`src/rtl/multi_channel_serializer.sv`:
```
// -----------------------------------------------------------------------------
// multi_channel_serializer
//
// Round-robin arbitrates among NUM_CHANNELS wide valid/ready inputs and sends
// each accepted word over one narrow valid/ready link. A word goes out as one
// header flit carrying the source channel ID (zero-extended), followed by
// FLITS payload flits, most-significant slice first. On the last-flit
// handshake the arbiter is evaluated in the same cycle, so back-to-back words
// need FLITS+1 link cycles each with no bubble.
//
// Ports:
//   clk                 rising-edge clock
//   reset               synchronous reset, active low (0 = in reset)
//   wide_fifo_data      per-channel words, channel c at [c*W +: W]
//   wide_fifo_valid     per-channel word available
//   wide_fifo_ready     one-hot accept strobe (combinational)
//   narrow_fifo_valid   flit valid
//   narrow_fifo_ready   downstream accepts a flit
//   narrow_fifo_data    flit payload / header ID
//   narrow_fifo_header  high on header flits
//   narrow_fifo_last    high on the final payload flit of a word
//   busy                high while a word is being sent
//
// HUB_FIFO_WIDTH must be an exact multiple of HUB_FIFO_PHYSICAL_WIDTH, and the
// flit must be wide enough to carry a channel ID.
// -----------------------------------------------------------------------------
module multi_channel_serializer #(
  parameter int NUM_CHANNELS            = 4,
  parameter int HUB_FIFO_WIDTH          = 32,
  parameter int HUB_FIFO_PHYSICAL_WIDTH = 4
) (
  input  logic                                   clk,
  input  logic                                   reset,
  input  logic [NUM_CHANNELS*HUB_FIFO_WIDTH-1:0] wide_fifo_data,
  input  logic [NUM_CHANNELS-1:0]                wide_fifo_valid,
  output logic [NUM_CHANNELS-1:0]                wide_fifo_ready,
  output logic                                   narrow_fifo_valid,
  input  logic                                   narrow_fifo_ready,
  output logic [HUB_FIFO_PHYSICAL_WIDTH-1:0]     narrow_fifo_data,
  output logic                                   narrow_fifo_header,
  output logic                                   narrow_fifo_last,
  output logic                                   busy
);

  localparam int FLITS       = HUB_FIFO_WIDTH / HUB_FIFO_PHYSICAL_WIDTH;
  localparam int CH_ID_WIDTH = (NUM_CHANNELS > 1) ? $clog2(NUM_CHANNELS) : 1;
  localparam int CNT_WIDTH   = (FLITS > 1) ? $clog2(FLITS) : 1;

  typedef enum logic [1:0] {
    IDLE,
    HEADER,
    PAYLOAD
  } state_t;

  state_t                      state;
  state_t                      state_next;
  logic [HUB_FIFO_WIDTH-1:0]   shift_reg;
  logic [CNT_WIDTH-1:0]        flit_cnt;
  logic [CH_ID_WIDTH-1:0]      ch_id;
  logic [CH_ID_WIDTH-1:0]      last_grant;

  logic                        grant_valid;
  logic [CH_ID_WIDTH-1:0]      grant_idx;
  logic [HUB_FIFO_WIDTH-1:0]   grant_word;
  logic                        last_flit;
  logic                        accept_window;
  logic                        accept;

  // ---------------------------------------------------------------------------
  // Round-robin arbiter: first requester at or after last_grant+1. Scanning
  // offsets from the far end down lets the nearest requester overwrite the
  // result last, so it wins.
  // ---------------------------------------------------------------------------
  always_comb begin
    int                     cand;
    logic [CH_ID_WIDTH-1:0] cand_idx;
    // NOTE: every variable gets a default before any branch, so no path can
    // leave one unassigned and infer a latch.
    cand        = 0;
    cand_idx    = '0;
    grant_valid = 1'b0;
    grant_idx   = '0;
    for (int i = NUM_CHANNELS - 1; i >= 0; i--) begin
      cand     = (int'(last_grant) + 1 + i) % NUM_CHANNELS;
      cand_idx = CH_ID_WIDTH'(cand);
      if (wide_fifo_valid[cand_idx]) begin
        grant_valid = 1'b1;
        grant_idx   = cand_idx;
      end
    end
  end

  // Word of the winning channel.
  always_comb begin
    grant_word = '0;
    for (int c = 0; c < NUM_CHANNELS; c++) begin
      if (grant_idx == CH_ID_WIDTH'(c)) begin
        grant_word = wide_fifo_data[c*HUB_FIFO_WIDTH +: HUB_FIFO_WIDTH];
      end
    end
  end

  // ---------------------------------------------------------------------------
  // Link outputs are decoded from registered state only, so they hold stable
  // for free while the link stalls.
  // ---------------------------------------------------------------------------
  assign last_flit          = (state == PAYLOAD) && (flit_cnt == CNT_WIDTH'(FLITS - 1));
  assign narrow_fifo_valid  = (state != IDLE);
  assign busy               = (state != IDLE);
  assign narrow_fifo_header = (state == HEADER);
  assign narrow_fifo_last   = last_flit;

  always_comb begin
    narrow_fifo_data = '0;
    unique case (state)
      HEADER:  narrow_fifo_data = HUB_FIFO_PHYSICAL_WIDTH'(ch_id);
      PAYLOAD: narrow_fifo_data = shift_reg[HUB_FIFO_WIDTH-1 -: HUB_FIFO_PHYSICAL_WIDTH];
      default: narrow_fifo_data = '0;
    endcase
  end

  // A new word may be taken when idle, or in the very cycle the last flit of
  // the current word handshakes. Gating with reset keeps a word from being
  // consumed in a cycle whose state update is about to be discarded.
  assign accept_window   = reset && ((state == IDLE) || (last_flit && narrow_fifo_ready));
  assign accept          = accept_window && grant_valid;
  assign wide_fifo_ready = accept ? (NUM_CHANNELS'(1) << grant_idx) : '0;

  // ---------------------------------------------------------------------------
  // FSM
  // ---------------------------------------------------------------------------
  always_comb begin
    state_next = state;
    unique case (state)
      IDLE: begin
        if (accept) state_next = HEADER;
      end
      HEADER: begin
        if (narrow_fifo_ready) state_next = PAYLOAD;
      end
      PAYLOAD: begin
        if (last_flit && narrow_fifo_ready) state_next = accept ? HEADER : IDLE;
      end
      default: state_next = IDLE;
    endcase
  end

  always_ff @(posedge clk) begin
    // NOTE: sequential state is written with non-blocking assignments so every
    // register samples pre-edge values regardless of block ordering.
    if (!reset) state <= IDLE;
    else        state <= state_next;
  end

  // ---------------------------------------------------------------------------
  // Datapath: shift register, flit counter, captured ID, round-robin pointer.
  // ---------------------------------------------------------------------------
  always_ff @(posedge clk) begin
    if (!reset) begin
      // NOTE: these are a handful of flops, not a memory array, so resetting
      // them is cheap and guarantees no stale payload survives a reset.
      shift_reg  <= '0;
      flit_cnt   <= '0;
      ch_id      <= '0;
      last_grant <= CH_ID_WIDTH'(NUM_CHANNELS - 1);  // channel 0 is next
    end else if (accept) begin
      shift_reg  <= grant_word;
      flit_cnt   <= '0;
      ch_id      <= grant_idx;
      last_grant <= grant_idx;
    end else if (state == HEADER && narrow_fifo_ready) begin
      flit_cnt   <= '0;
    end else if (state == PAYLOAD && narrow_fifo_ready) begin
      shift_reg  <= shift_reg << HUB_FIFO_PHYSICAL_WIDTH;
      flit_cnt   <= flit_cnt + CNT_WIDTH'(1);
    end
  end

endmodule
```
`config.mk`:
```
export PLATFORM = sky130hd
export DESIGN_NAME = multi_channel_serializer
export DESIGN_NICKNAME = d
export VERILOG_FILES = /design/src/rtl/multi_channel_serializer.sv
export SDC_FILE = /design/constraint.sdc
export NUM_CORES = 1
export LEC_CHECK = 0
export BUFFER_PORTS_ARGS = -buffer_cell sky130_fd_sc_hd__buf_2
export CAP_MARGIN = 20
export CORE_ASPECT_RATIO = 1.4
export CORE_UTILIZATION = 43
export DETAILED_ROUTE_END_ITERATION = 12
export PLACE_DENSITY_LB_ADDON = 0.12
export SYNTH_ARGS = -nofsm -noshare
export SYNTH_HDL_FRONTEND = slang
export SYNTH_SLANG_ARGS = --single-unit
```
`constraint.sdc`:
```
create_clock -name clk -period 2 [get_ports clk]
set_clock_uncertainty 0.2 [all_clocks]
set_input_delay 0.2 -clock clk [delete_from_list [all_inputs] [get_ports clk]]
set_output_delay 0.2 -clock clk [all_outputs]
set_load 0.005 [all_outputs]
```
# After elaboration in Yosys (flattened, before gate mapping)
# Cells that the tools add are included.
dict set report totals {
  register_bits 41
  latch_bits 0
  ram_bits 0
  mem_bits_ro 0
  in_bits 135
  out_inout_bits 12
  elab_cells 70
  memories 0
}
dict set report op_classes {
  add_sub_neg 5
  mul 0
  div 0
  n_lt_le_gt_ge 4
  eq_ne 10
  n_shift 1
  mux 30
  bitwise 1
  reduce_logical 14
}
# operator count
set op_table {}
lappend op_table {{2-to-1 mux 32 bit} 7}
lappend op_table {{2-to-1 mux 2 bit} 7}
lappend op_table {{< comparator 2 x 3 -> 1 bit (second input constant)} 4}
lappend op_table {{2-to-1 mux 1 bit} 9}
lappend op_table {{binary-select mux 1 bit (select 2 bit)} 4}
lappend op_table {{case mux 4 bit (2 select lines)} 1}
lappend op_table {{equality test 2 bit (second input constant)} 3}
lappend op_table {{logical AND 1 bit} 6}
lappend op_table {{!= test 2 bit (second input constant)} 3}
lappend op_table {{case mux 2 bit (3 select lines)} 1}
lappend op_table {{adder 2 x 1 -> 2 bit (second input constant)} 2}
lappend op_table {{adder 2 bit (second input constant)} 2}
lappend op_table {{equality test 2 x 1 -> 1 bit (second input constant)} 2}
lappend op_table {{zero test 2 bit} 2}
lappend op_table {{2-to-1 mux 4 bit} 1}
lappend op_table {{nonzero test 2 bit} 2}
lappend op_table {{<< shifter 1 x 2 -> 4 bit (first input constant)} 1}
lappend op_table {{adder 3 x 1 -> 3 bit (second input constant)} 1}
lappend op_table {{equality test 3 bit (second input constant)} 1}
lappend op_table {{AND reduction 3 bit} 1}
lappend op_table {{OR reduction 3 bit} 1}
lappend op_table {{!= test 2 x 1 -> 1 bit (second input constant)} 1}
lappend op_table {{AND reduction 2 bit} 1}
lappend op_table {{logical OR 1 bit} 1}
lappend op_table {{inverter 1 bit} 1}

# Logic depth before layout (Yosys ltp)
# Gate-level depths: netlist of the first run.
dict set report depth {
  word_depth 14
  ltp_mapped 9
}

# Worst setup path after synthesis of the first run
# OpenSTA, ideal clock, no wires.
dict set report synth_path {
  path_type {register to register}
  startpoint {register state[1]}
  endpoint {register shift_reg[10]}
  t_arrival_ns 1.638
  slack_ns 0.030
  stages_incl_launch_ff 9
  n_path_buf 1
  synth_period_minus_slack_ns 1.970
  cell_sequence {dfxtp_1 > inv_1 > ha_1 > inv_1 > nand3_1 > buf_2 > mux2_2 > o21ai_0 > a31oi_1}
}
dict set report synth_between {
  word_cells_on_any_way 14
  cone_classes {eq/ne (3); mux (1); reduce/logical (10)}
}
# item line_no
set synth_rtl {}
lappend synth_rtl {{start, declared} 55} ;# state_t state;
lappend synth_rtl {{start signal, assigned} 152} ;# else state <= state_next;
lappend synth_rtl {{equality test 2 x 1 -> 1 bit} -}
lappend synth_rtl {{via narrow_fifo_header} 40} ;# output logic narrow_fifo_header,
lappend synth_rtl {{logical AND 1 bit} 171} ;# end else if (state == HEADER && narrow_fifo_ready) begin
lappend synth_rtl {{!= test 2 bit (no line)} -}
lappend synth_rtl {{AND reduction 2 bit (no line)} -}
lappend synth_rtl {{end signal, assigned} 167} ;# shift_reg <= grant_word;
lappend synth_rtl {{end signal, assigned} 174} ;# shift_reg <= shift_reg << HUB_FIFO_PHYSICAL_WIDTH;
lappend synth_rtl {{end, declared} 57} ;# logic [HUB_FIFO_WIDTH-1:0] shift_reg;
# The timed path passes the listed nets, and every way through them passes these cells.
# A chain may end at the register's enable or synchronous reset.

# Worst setup path in the final report of the first run
dict set report layout_path {
  startpoint {register last_grant[1]}
  endpoint {output port wide_fifo_ready[1]}
}
dict set report layout_between {
  elab_chain_len 10
  word_cells_on_any_way 23
  cone_classes {add/sub (4); shift (1); mux (17); reduce/logical (1)}
}
# item line_no
set layout_lines {}
lappend layout_lines {{start, declared} 60} ;# logic [CH_ID_WIDTH-1:0] last_grant;
lappend layout_lines {{start signal, assigned} 165} ;# last_grant <= CH_ID_WIDTH'(NUM_CHANNELS - 1);
lappend layout_lines {{start signal, assigned} 170} ;# last_grant <= grant_idx;
lappend layout_lines {{adder 2 x 1 -> 2 bit (*)} 84} ;# cand = (int'(last_grant) + 1 + i) % NUM_CHANNELS;
lappend layout_lines {{adder 2 x 1 -> 2 bit} 84}
lappend layout_lines {{binary-select mux 1 bit (select 2 bit)} 86} ;# if (wide_fifo_valid[cand_idx]) begin
lappend layout_lines {{2-to-1 mux 1 bit (implied by the code)} 86}
lappend layout_lines {{2-to-1 mux 2 bit or 2-to-1 mux 1 bit (tied branches) (4 in a row)} 86}
lappend layout_lines {{<< shifter 1 x 2 -> 4 bit or logical AND 1 bit (tied branches)} {127, 126}}
lappend layout_lines {{2-to-1 mux 4 bit (*)} 127} ;# assign wide_fifo_ready = accept ? (NUM_CHANNELS'(1) << grant_idx) : '0;
lappend layout_lines {{end, declared} 36} ;# output logic [NUM_CHANNELS-1:0] wide_fifo_ready,
# Mark *: on every way between the ends. The rest lies on a longest branch, timed or not. The select of a mux whose other input is x is not followed.

==> results.toml, run 1 <==
[outcome]
outcome = "finished, violations left"
violations = "negative hold slack, negative setup slack"

[floorplan]
die_height_um = 104
core_sq_um = 7070
num_io_pins = 147
die_w_um = 74.9
die_area_sq_um = 7790
rows = 36
initial_core_util_pct = 45.2

[placed_design]
finalWeightedCongestion = 0.898
dp.cells = 651
port_buffers = 146
hpwl_um = 7880

[cells_and_area]
layout_commonest_cell = "buf_2"
multi_input_area_sq_um = 2390
largest_reg_flops = 32
syn_to_final_growth_pct = 71.3
final_cell_mix = "buf_2, buf_4, o21ai_1"
fin_util_pct = 77.4
regArea_sq_um = 830
drive_gt1_share_pct = 53.7
nFillCells = 486
finalNonFillerCells = 722
antenna_cells = 0
finalNetCount = 768

[clocking]
cts_tree = "yes"
path_clk_slew_ps = 80
cts.sinks = 41
cts_buffer_depth = 2
clockRootBuffer = "clkbuf_8"
htree_levels = 2
clk_latency_ps = 290
cts_buffers = 5

[setup_path]
crit_path_max_fanout = 5
rrSetupSlack_ps = -30
crit_path_end = "wide_fifo_ready[1]"
r2r-start = "last_grant[1]"
timing.rr.end = "shift_reg[29]"
endpoint_kind = "primary output"
rr_worst_depth = 7
worstSetupPathType = "reg2out"
worstPathRequired_ps = 1600
arrival_ps = 1740
crit_start = "last_grant[1]"
start_kind = "flip-flop"

[sta]
hold_viol = 4
setup_violations = 13
worst_slack_ps = -138
fin_crit_ps = 2140
max_freq_mhz = 468
slew_viol_final = 0
tightest_slew_ps = 588
fin_hold_ws_ps = -20.0
setup_tns_ps = -454
rsz0062_at_grt = "true"
slew_headroom_pct = 60.8
finalCritPeriodShare_pct = 107

[min_path]
hp-start = "wide_fifo_data[32]"
min_path_type = "in2reg"

[pwr]
p_leak_nw = 2.47
p_per_area_nw_per_um2 = 1040
power_w = 0.00568
ir_drop_mv = 0.596

[drt]
antenna_left = 0
wirelength_um = 13600
m1WireLength_um = 4990
wl_per_cell_um = 18.9
drc_errors = 0
drt_iter0_drc = 339
vias = 4269
met3RoutedLength_um = 983
avgViaCountPerCell = 5.91
drt_first_pass_iters = 5
top_layer_used = "met4"
wl_met2_um = 7020

[global_route]
grt_pass1_vias = 4072
overflow = 0
antenna_found_initial = 0
grt_max_degree = 33
track_usage_pct = 30.9
grt_first_pass_wirelength_um = 18700

[logic_synthesis]
synth_warnings = 0
ys_types = 48
ys.flop_type = "dfxtp_1"
synth.net_count = 538
syn-instance-count = 397
syn_area_per_cell_sq_um = 8.05
ys_ff_latch = 41
ys_seq_area_share_pct = 25.7
ys_async_sr_fraction_pct = 0
synth_edf_count = 0
synth_area_sq_um = 3200

[flow_run]
cap_violations = 0
==> worst max-delay path: stages (launching register included) <==
cell,delay [ps]
dfxtp_2,360
buf_6,130
mux2i_2,250
o22ai_2,130
buf_6,140
a21oi_4,230
nor3_2,80
buf_2,130
==> power by group <==
group	internal, W	total (W)	switching (W)
combinational	0.00191	0.00386	0.00194
sequential	0.00107	0.00125	0.000179
clock	0.000274	0.000581	0.000307
total	0.00325	0.00568	0.00243
==> cells by family after synthesis <==
family / share of synthesized area [%]
simple gates: 13.2
compound gates: 43.9
buf+inv: 10.4
flops: 25.7
fa+ha+maj: 2.35
mux: 4.50
==> Yosys cell counts, types with 5 or more instances <==
cell type | instances | area (sq um)
a21oi_1 | 8 | 40.0
mux2_2 | 11 | 124
nand2_1 | 23 | 86.3
nor2_1 | 14 | 52.6
o21ai_1 | 37 | 185
ha_1 | 6 | 75.1
a211oi_1 | 9 | 67.6
buf_2 | 13 | 65.1
dfxtp_1 | 41 | 821
buf_4 | 10 | 75.1
a31oi_1 | 12 | 75.1
o221a_1 | 16 | 180
clkbuf_1 | 13 | 48.8
a221oi_2 | 15 | 225
nand3_1 | 27 | 135
o21ai_0 | 48 | 240
a22oi_1 | 5 | 37.5
inv_1 | 25 | 93.8
a221oi_1 | 12 | 105
==> metrics by stage <==
| stage | area (sq um) | hold WS, ps | setup slack, ps |
|---|---|---|---|
| 6_report | 5480 | -20.0 | -138 |
| 5_1_grt | 5480 | 0.674 | -208 |
| 4_1_cts | 5050 | 1.56 | -70.9 |
| 3_5_place_dp | 4310 | 249 | -224 |
| 3_3_place_gp | 4290 | 249 | -637 |
| 2_1_floorplan | 3200 | 136 | 30.0 |
==> layer usage <==
metal	global-route usage, %	up-vias
li1	-	1970
met1	34.0	1988
met2	55.9	258
met3	3.97	53
met4	14.4	0
met5	0	-
==> worst min-delay path by stage <==
stage | end | cells after the start
finish | shift_reg[0] | 3
floorplan | state[1] | 2
CTS | shift_reg[0] | 3
global placement | ch_id[1] | 2
detailed placement | ch_id[1] | 2
global route | shift_reg[0] | 3
==> final cells by class <==
class	count	share of cell area (%)
clock buffers	6	1.51
clock inverters	1	0.137
inverters	26	1.78
multi-input cells	291	43.6
flip-flops and latches	41	15.2
well taps	95	2.17
repair buffers	262	35.6
==> repair_timing <==
item                                    CTS  global route
hold endpoints to repair                 13             0
hold buffers                             30             0
setup buffers                            16            15
pin swaps                                10             8
gates cloned                              2             3
endpoints found under the setup margin   34            41
resized for setup                        48            70
No activity file was read; power rests on OpenSTA's default activity.
==> run 2, diff against run 1 <==
--- a/config.mk
+++ b/config.mk
@@ -11,6 +11,7 @@
 export CORE_UTILIZATION = 43
 export DETAILED_ROUTE_END_ITERATION = 12
 export PLACE_DENSITY_LB_ADDON = 0.12
+export RECOVER_POWER = 25
 export SYNTH_ARGS = -nofsm -noshare
 export SYNTH_HDL_FRONTEND = slang
 export SYNTH_SLANG_ARGS = --single-unit
==> run 2 against run 1 <==
Design area down 0.21%; clock power about the same; total power down 0.39%; the run still ends with negative hold slack, negative setup slack left; sequential share of layout area about the same; core utilization down 0.16 points; critical path type unchanged; worst setup slack worse by 4.3 ps; die area unchanged; fmax down 0.20%.
==> results.toml, run 2 (same netlist as run 1, synthesis figures left out) <==
[sta]
worst_slack_ps = -142
fin_crit_ps = 2140
max_freq_mhz = 467
slew_viol_final = 0
hold_viol = 2
setup_violations = 13
finalCritPeriodShare_pct = 107
slew_headroom_pct = 60.2
rsz0062_at_grt = "true"
fin_hold_ws_ps = -18.2
tightest_slew_ps = 597

[outcome]
violations = "negative hold slack, negative setup slack"
outcome = "finished, violations left"

[setup_path]
r2r-start = "flit_cnt[1]"
endpoint_kind = "primary output"
crit_path_max_fanout = 5
arrival_ps = 1740
worstPathRequired_ps = 1600
start_kind = "flip-flop"
worstSetupPathType = "reg2out"
crit_start = "last_grant[1]"

[floorplan]
die_height_um = 104
num_io_pins = 147
rows = 36
die_w_um = 74.9
initial_core_util_pct = 45.2
die_area_sq_um = 7790
core_sq_um = 7070

[pwr]
intPower_w = 0.00323
ir_drop_mv = 0.587
switchingPower_w = 0.00243
pwr-share-seq_pct = 22.0
power.share.combinational_pct = 67.7
power.share.switching_pct = 42.9
clkPwrFrac_pct = 10.2
p_per_area_nw_per_um2 = 1040
p_leak_nw = 2.46
power_w = 0.00566

[drt]
drc_errors = 0
drt_first_pass_iters = 5
vias = 4277
antenna_left = 0
drt_iter0_drc = 373
wirelength_um = 13600
wl_per_cell_um = 18.9
avgViaCountPerCell = 5.92

[min_path]
hp-start = "wide_fifo_data[32]"
min_path_type = "in2reg"

[clocking]
cts_buffer_depth = 2
htree_levels = 2
cts_tree = "yes"
clk_latency_ps = 290
clockRootBuffer = "clkbuf_8"
cts_buffers = 5
path_clk_slew_ps = 80
cts.sinks = 41

[cells_and_area]
syn_to_final_growth_pct = 70.9
final_cell_mix = "buf_2, buf_4, o21ai_1"
antenna_cells = 0
finalNetCount = 768
fin_util_pct = 77.3
layout_commonest_cell = "buf_2"
drive_gt1_share_pct = 53.3
largest_reg_flops = 32
nFillCells = 490

[placed_design]
finalWeightedCongestion = 0.898
post-place-ws_ps = -224
hpwl_um = 7880
port_buffers = 146

[flow_run]
cap_violations = 0

[global_route]
grt_max_degree = 33
grt_first_pass_wirelength_um = 18700
grt_pass1_vias = 4072
antenna_found_initial = 0
track_usage_pct = 30.9
overflow = 0
## run 2: cell count changes in the layout (fill, tap and decap cells not counted), sizes merged
cell,before,now
buf,227,224
clkbuf,10,13
## run 2: final cells by class
cell class | instances | area, sq um | area share [%]
clock buffer | 6 | 82.6 | 1.51
multi-input combinational | 291 | 2390 | 43.7
sequential | 41 | 830 | 15.2
tap | 95 | 119 | 2.18
clock inverter | 1 | 7.51 | 0.137
inverter | 26 | 97.6 | 1.79
timing repair buffer | 262 | 1940 | 35.5
## run 2: timing repair
action,4_1_cts,5_1_grt
cloned,2,3
pin swaps,10,8
setup endpoints to repair,34,41
buffers inserted,16,15
resized for setup,48,70
hold buffers,30,0
hold endpoints to repair,13,0
## run 2: path summary, 6_finish.rpt
check	to	slack, ps	cells past startpoint
setup / recovery	wide_fifo_ready[1]	-140	7
hold reg to reg	shift_reg[0]	270	2
hold / removal	shift_reg[0]	-20	3
setup reg to reg	shift_reg[22]	-30	9
## run 2: metrics by stage
stage               setup TNS, ps  std cells  area [sq um]  hold slack, ps
floorplan                       0        397          3200             136
global placement           -12970        650          4290             249
detailed placement          -4760        651          4310             249
CTS                          -326        705          5050            1.56
global route                -2910        722          5460           0.674
finish                       -520        722          5460           -18.2
## run 2: worst max-delay path, cell delays in order (launching register included)
cell and delay [ps]:
dfxtp_2 360, buf_6 130, mux2i_2 250, o22ai_2 130
buf_6 140, a21oi_4 230, nor3_2 80, buf_2 130
## run 2: power groups by stage
stage | clock network, W | logic (W) | registers [W]
2_1_floorplan | 0 | 0.00182 | 0.00116
3_3_place_gp | 0 | 0.00262 | 0.00121
3_5_place_dp | 0 | 0.00270 | 0.00122
4_1_cts | 0.000573 | 0.00328 | 0.00122
5_1_grt | 0.000608 | 0.00407 | 0.00126
6_report | 0.000579 | 0.00383 | 0.00125
## run 2: layer usage
metal,up-vias,part of all wire [%],wire length [um],track usage [%]
met5,-,0,0,0
met4,0,4.7,636,14.4
li1,1973,-,-,-
met1,1998,37,4980,34.0
met3,50,7.2,977,3.97
met2,256,52,7020,55.9
==> run 3, diff against run 2 <==
--- a/config.mk
+++ b/config.mk
@@ -5,10 +5,10 @@
 export SDC_FILE = /design/constraint.sdc
 export NUM_CORES = 1
 export LEC_CHECK = 0
-export BUFFER_PORTS_ARGS = -buffer_cell sky130_fd_sc_hd__buf_2
+export BUFFER_PORTS_ARGS = -buffer_cell sky130_fd_sc_hd__clkbuf_2
 export CAP_MARGIN = 20
 export CORE_ASPECT_RATIO = 1.4
-export CORE_UTILIZATION = 43
+export CORE_UTILIZATION = 51
 export DETAILED_ROUTE_END_ITERATION = 12
 export PLACE_DENSITY_LB_ADDON = 0.12
 export RECOVER_POWER = 25
==> constraint.sdc (replaced) <==
create_clock -name clk -period 2.68 [get_ports clk]
set_clock_uncertainty 0.2 [all_clocks]
set_input_delay 0.268 -clock clk [delete_from_list [all_inputs] [get_ports clk]]
set_output_delay 0.268 -clock clk [all_outputs]
set_load 0.005 [all_outputs]
==> run 3 against run 2 <==
The flow now finishes without violations; combinational power is 55% lower; die area is 15% lower; via count is 17% lower; critical path depth stayed put; sequential share of layout area is 5.4 points higher; clock-buffer cell count is 1 lower.
==> results.toml, run 3 (same netlist as run 1, synthesis figures left out) <==
[global_route]
met3_usage_pct = 5.02
grt_first_pass_wirelength_um = 14700
overflow = 0
track_usage_pct = 29.7
use_met2_pct = 52.8
grt_pass1_vias = 3247
antenna_found_initial = 0
grt_max_degree = 55
met1_usage_pct = 33.5
grt_most_used_layer = "met2"

[placed_design]
port_buffers = 146
hpwl_um = 7200
finalWeightedCongestion = 0.864

[clocking]
postCtsSetupRepairBufs = 0
cts_buffer_depth = 2
clockRootBuffer = "clkbuf_8"
cts.sinks = 41
htree_levels = 2
ctsResizeCount = 0
cts_hold_buf = 0
cts_tree = "yes"
cts_buffers = 5
path_clk_slew_ps = 80
clk_latency_ps = 290

[setup_path]
worstPathRequired_ps = 2210
endpoint_kind = "primary output"
r2r-start = "state[0]"
arrival_ps = 2010
worstSetupPathType = "reg2out"
rrSetupSlack_ps = 230
crit_start = "state[1]"
start_kind = "flip-flop"
crit_path_max_fanout = 16

[drt]
wl_per_cell_um = 16.1
drt_iter0_drc = 216
drc_errors = 0
drt_first_pass_iters = 4
wirelength_um = 9590
vias = 3554
antenna_left = 0
avgViaCountPerCell = 5.98

[cells_and_area]
layout_commonest_cell = "clkbuf_2"
final_cell_mix = "clkbuf_2, o21ai_0, dfxtp_1"
syn_to_final_growth_pct = 24.5
drive_gt1_share_pct = 38.7
antenna_cells = 0
nFillCells = 533
largest_reg_flops = 32
finalNetCount = 666

[floorplan]
die_area_sq_um = 6590
core_sq_um = 5950
num_io_pins = 147
die_height_um = 95.7
rows = 33
die_w_um = 68.9
initial_core_util_pct = 53.8

[pwr]
p_per_area_nw_per_um2 = 758
ir_drop_mv = 0.557
p_leak_nw = 1.81

[sta]
setup_tns_ps = 0
finalCritPeriodShare_pct = 92.6
setup_violations = 0
fin_crit_ps = 2480
hold_viol = 0
slew_headroom_pct = 63.8
slew_viol_final = 0
max_freq_mhz = 403
rsz0062_at_grt = "false"
tightest_slew_ps = 543
fin_hold_ws_ps = 20.5

[outcome]
outcome = "finished clean"

[flow_run]
cap_violations = 0

[min_path]
hp-start = "wide_fifo_data[51]"
min_path_type = "in2reg"
## run 3: cell count changes in the layout (fill, tap and decap cells not counted), sizes merged
cell and change:
clkinvlp -1, bufbuf -1, a21o -1, dlygate4sd3 -30
buf -210, clkinv +1, clkbuf +139
## run 3: worst max-delay path, cell delays in order (launching register included)
cell,delay (ps)
dfxtp_1,400
inv_1,90
ha_1,250
a31oi_1,330
or2_4,250
buf_4,220
nor3_1,70
clkbuf_2,130
## run 3: through the flow
step / instance area [sq um] / util, % / total power [W] / worst slack [ps] / std cells
finish: 3980 / 66.9 / 0.00302 / 200 / 594
detailed placement: 3900 / 65.7 / 0.00262 / 59.4 / 587
global placement: 3900 / 65.7 / 0.00259 / 189 / 587
CTS: 3980 / 66.9 / 0.00301 / 11.6 / 593
floorplan: 3200 / - / 0.00222 / 679 / 397
global route: 3980 / 66.9 / 0.00325 / 12.3 / 594
## run 3: final timing paths
kind / endpoint / cells after the start
setup / recovery: wide_fifo_ready[0] / 7
hold / removal: shift_reg[19] / 3
setup reg to reg: shift_reg[21] / 7
hold reg to reg: shift_reg[2] / 2
## run 3: final cells by class
class	count	area, sq um	area share (%)
timing repair buffer	161	848	21.3
multi-input combinational	290	2050	51.6
tap	70	87.6	2.20
inverter	26	97.6	2.45
clock buffer	5	68.8	1.73
sequential	41	821	20.6
clock inverter	1	5.00	0.126
## run 3: metal layers
metal  wire length, um  vias to the layer above
met2              4850                      170
li1                  -                     1765
met4               239                        0
met1              3840                     1597
met3               655                       22
met5                 0                        -
## run 3: power breakdown
group / switching, W / total [W] / internal [W]
logic: 0.00101 / 0.00171 / 0.000701
clock network: 0.000210 / 0.000382 / 0.000172
registers: 0.000135 / 0.000927 / 0.000792
total: 0.00135 / 0.00302 / 0.00166
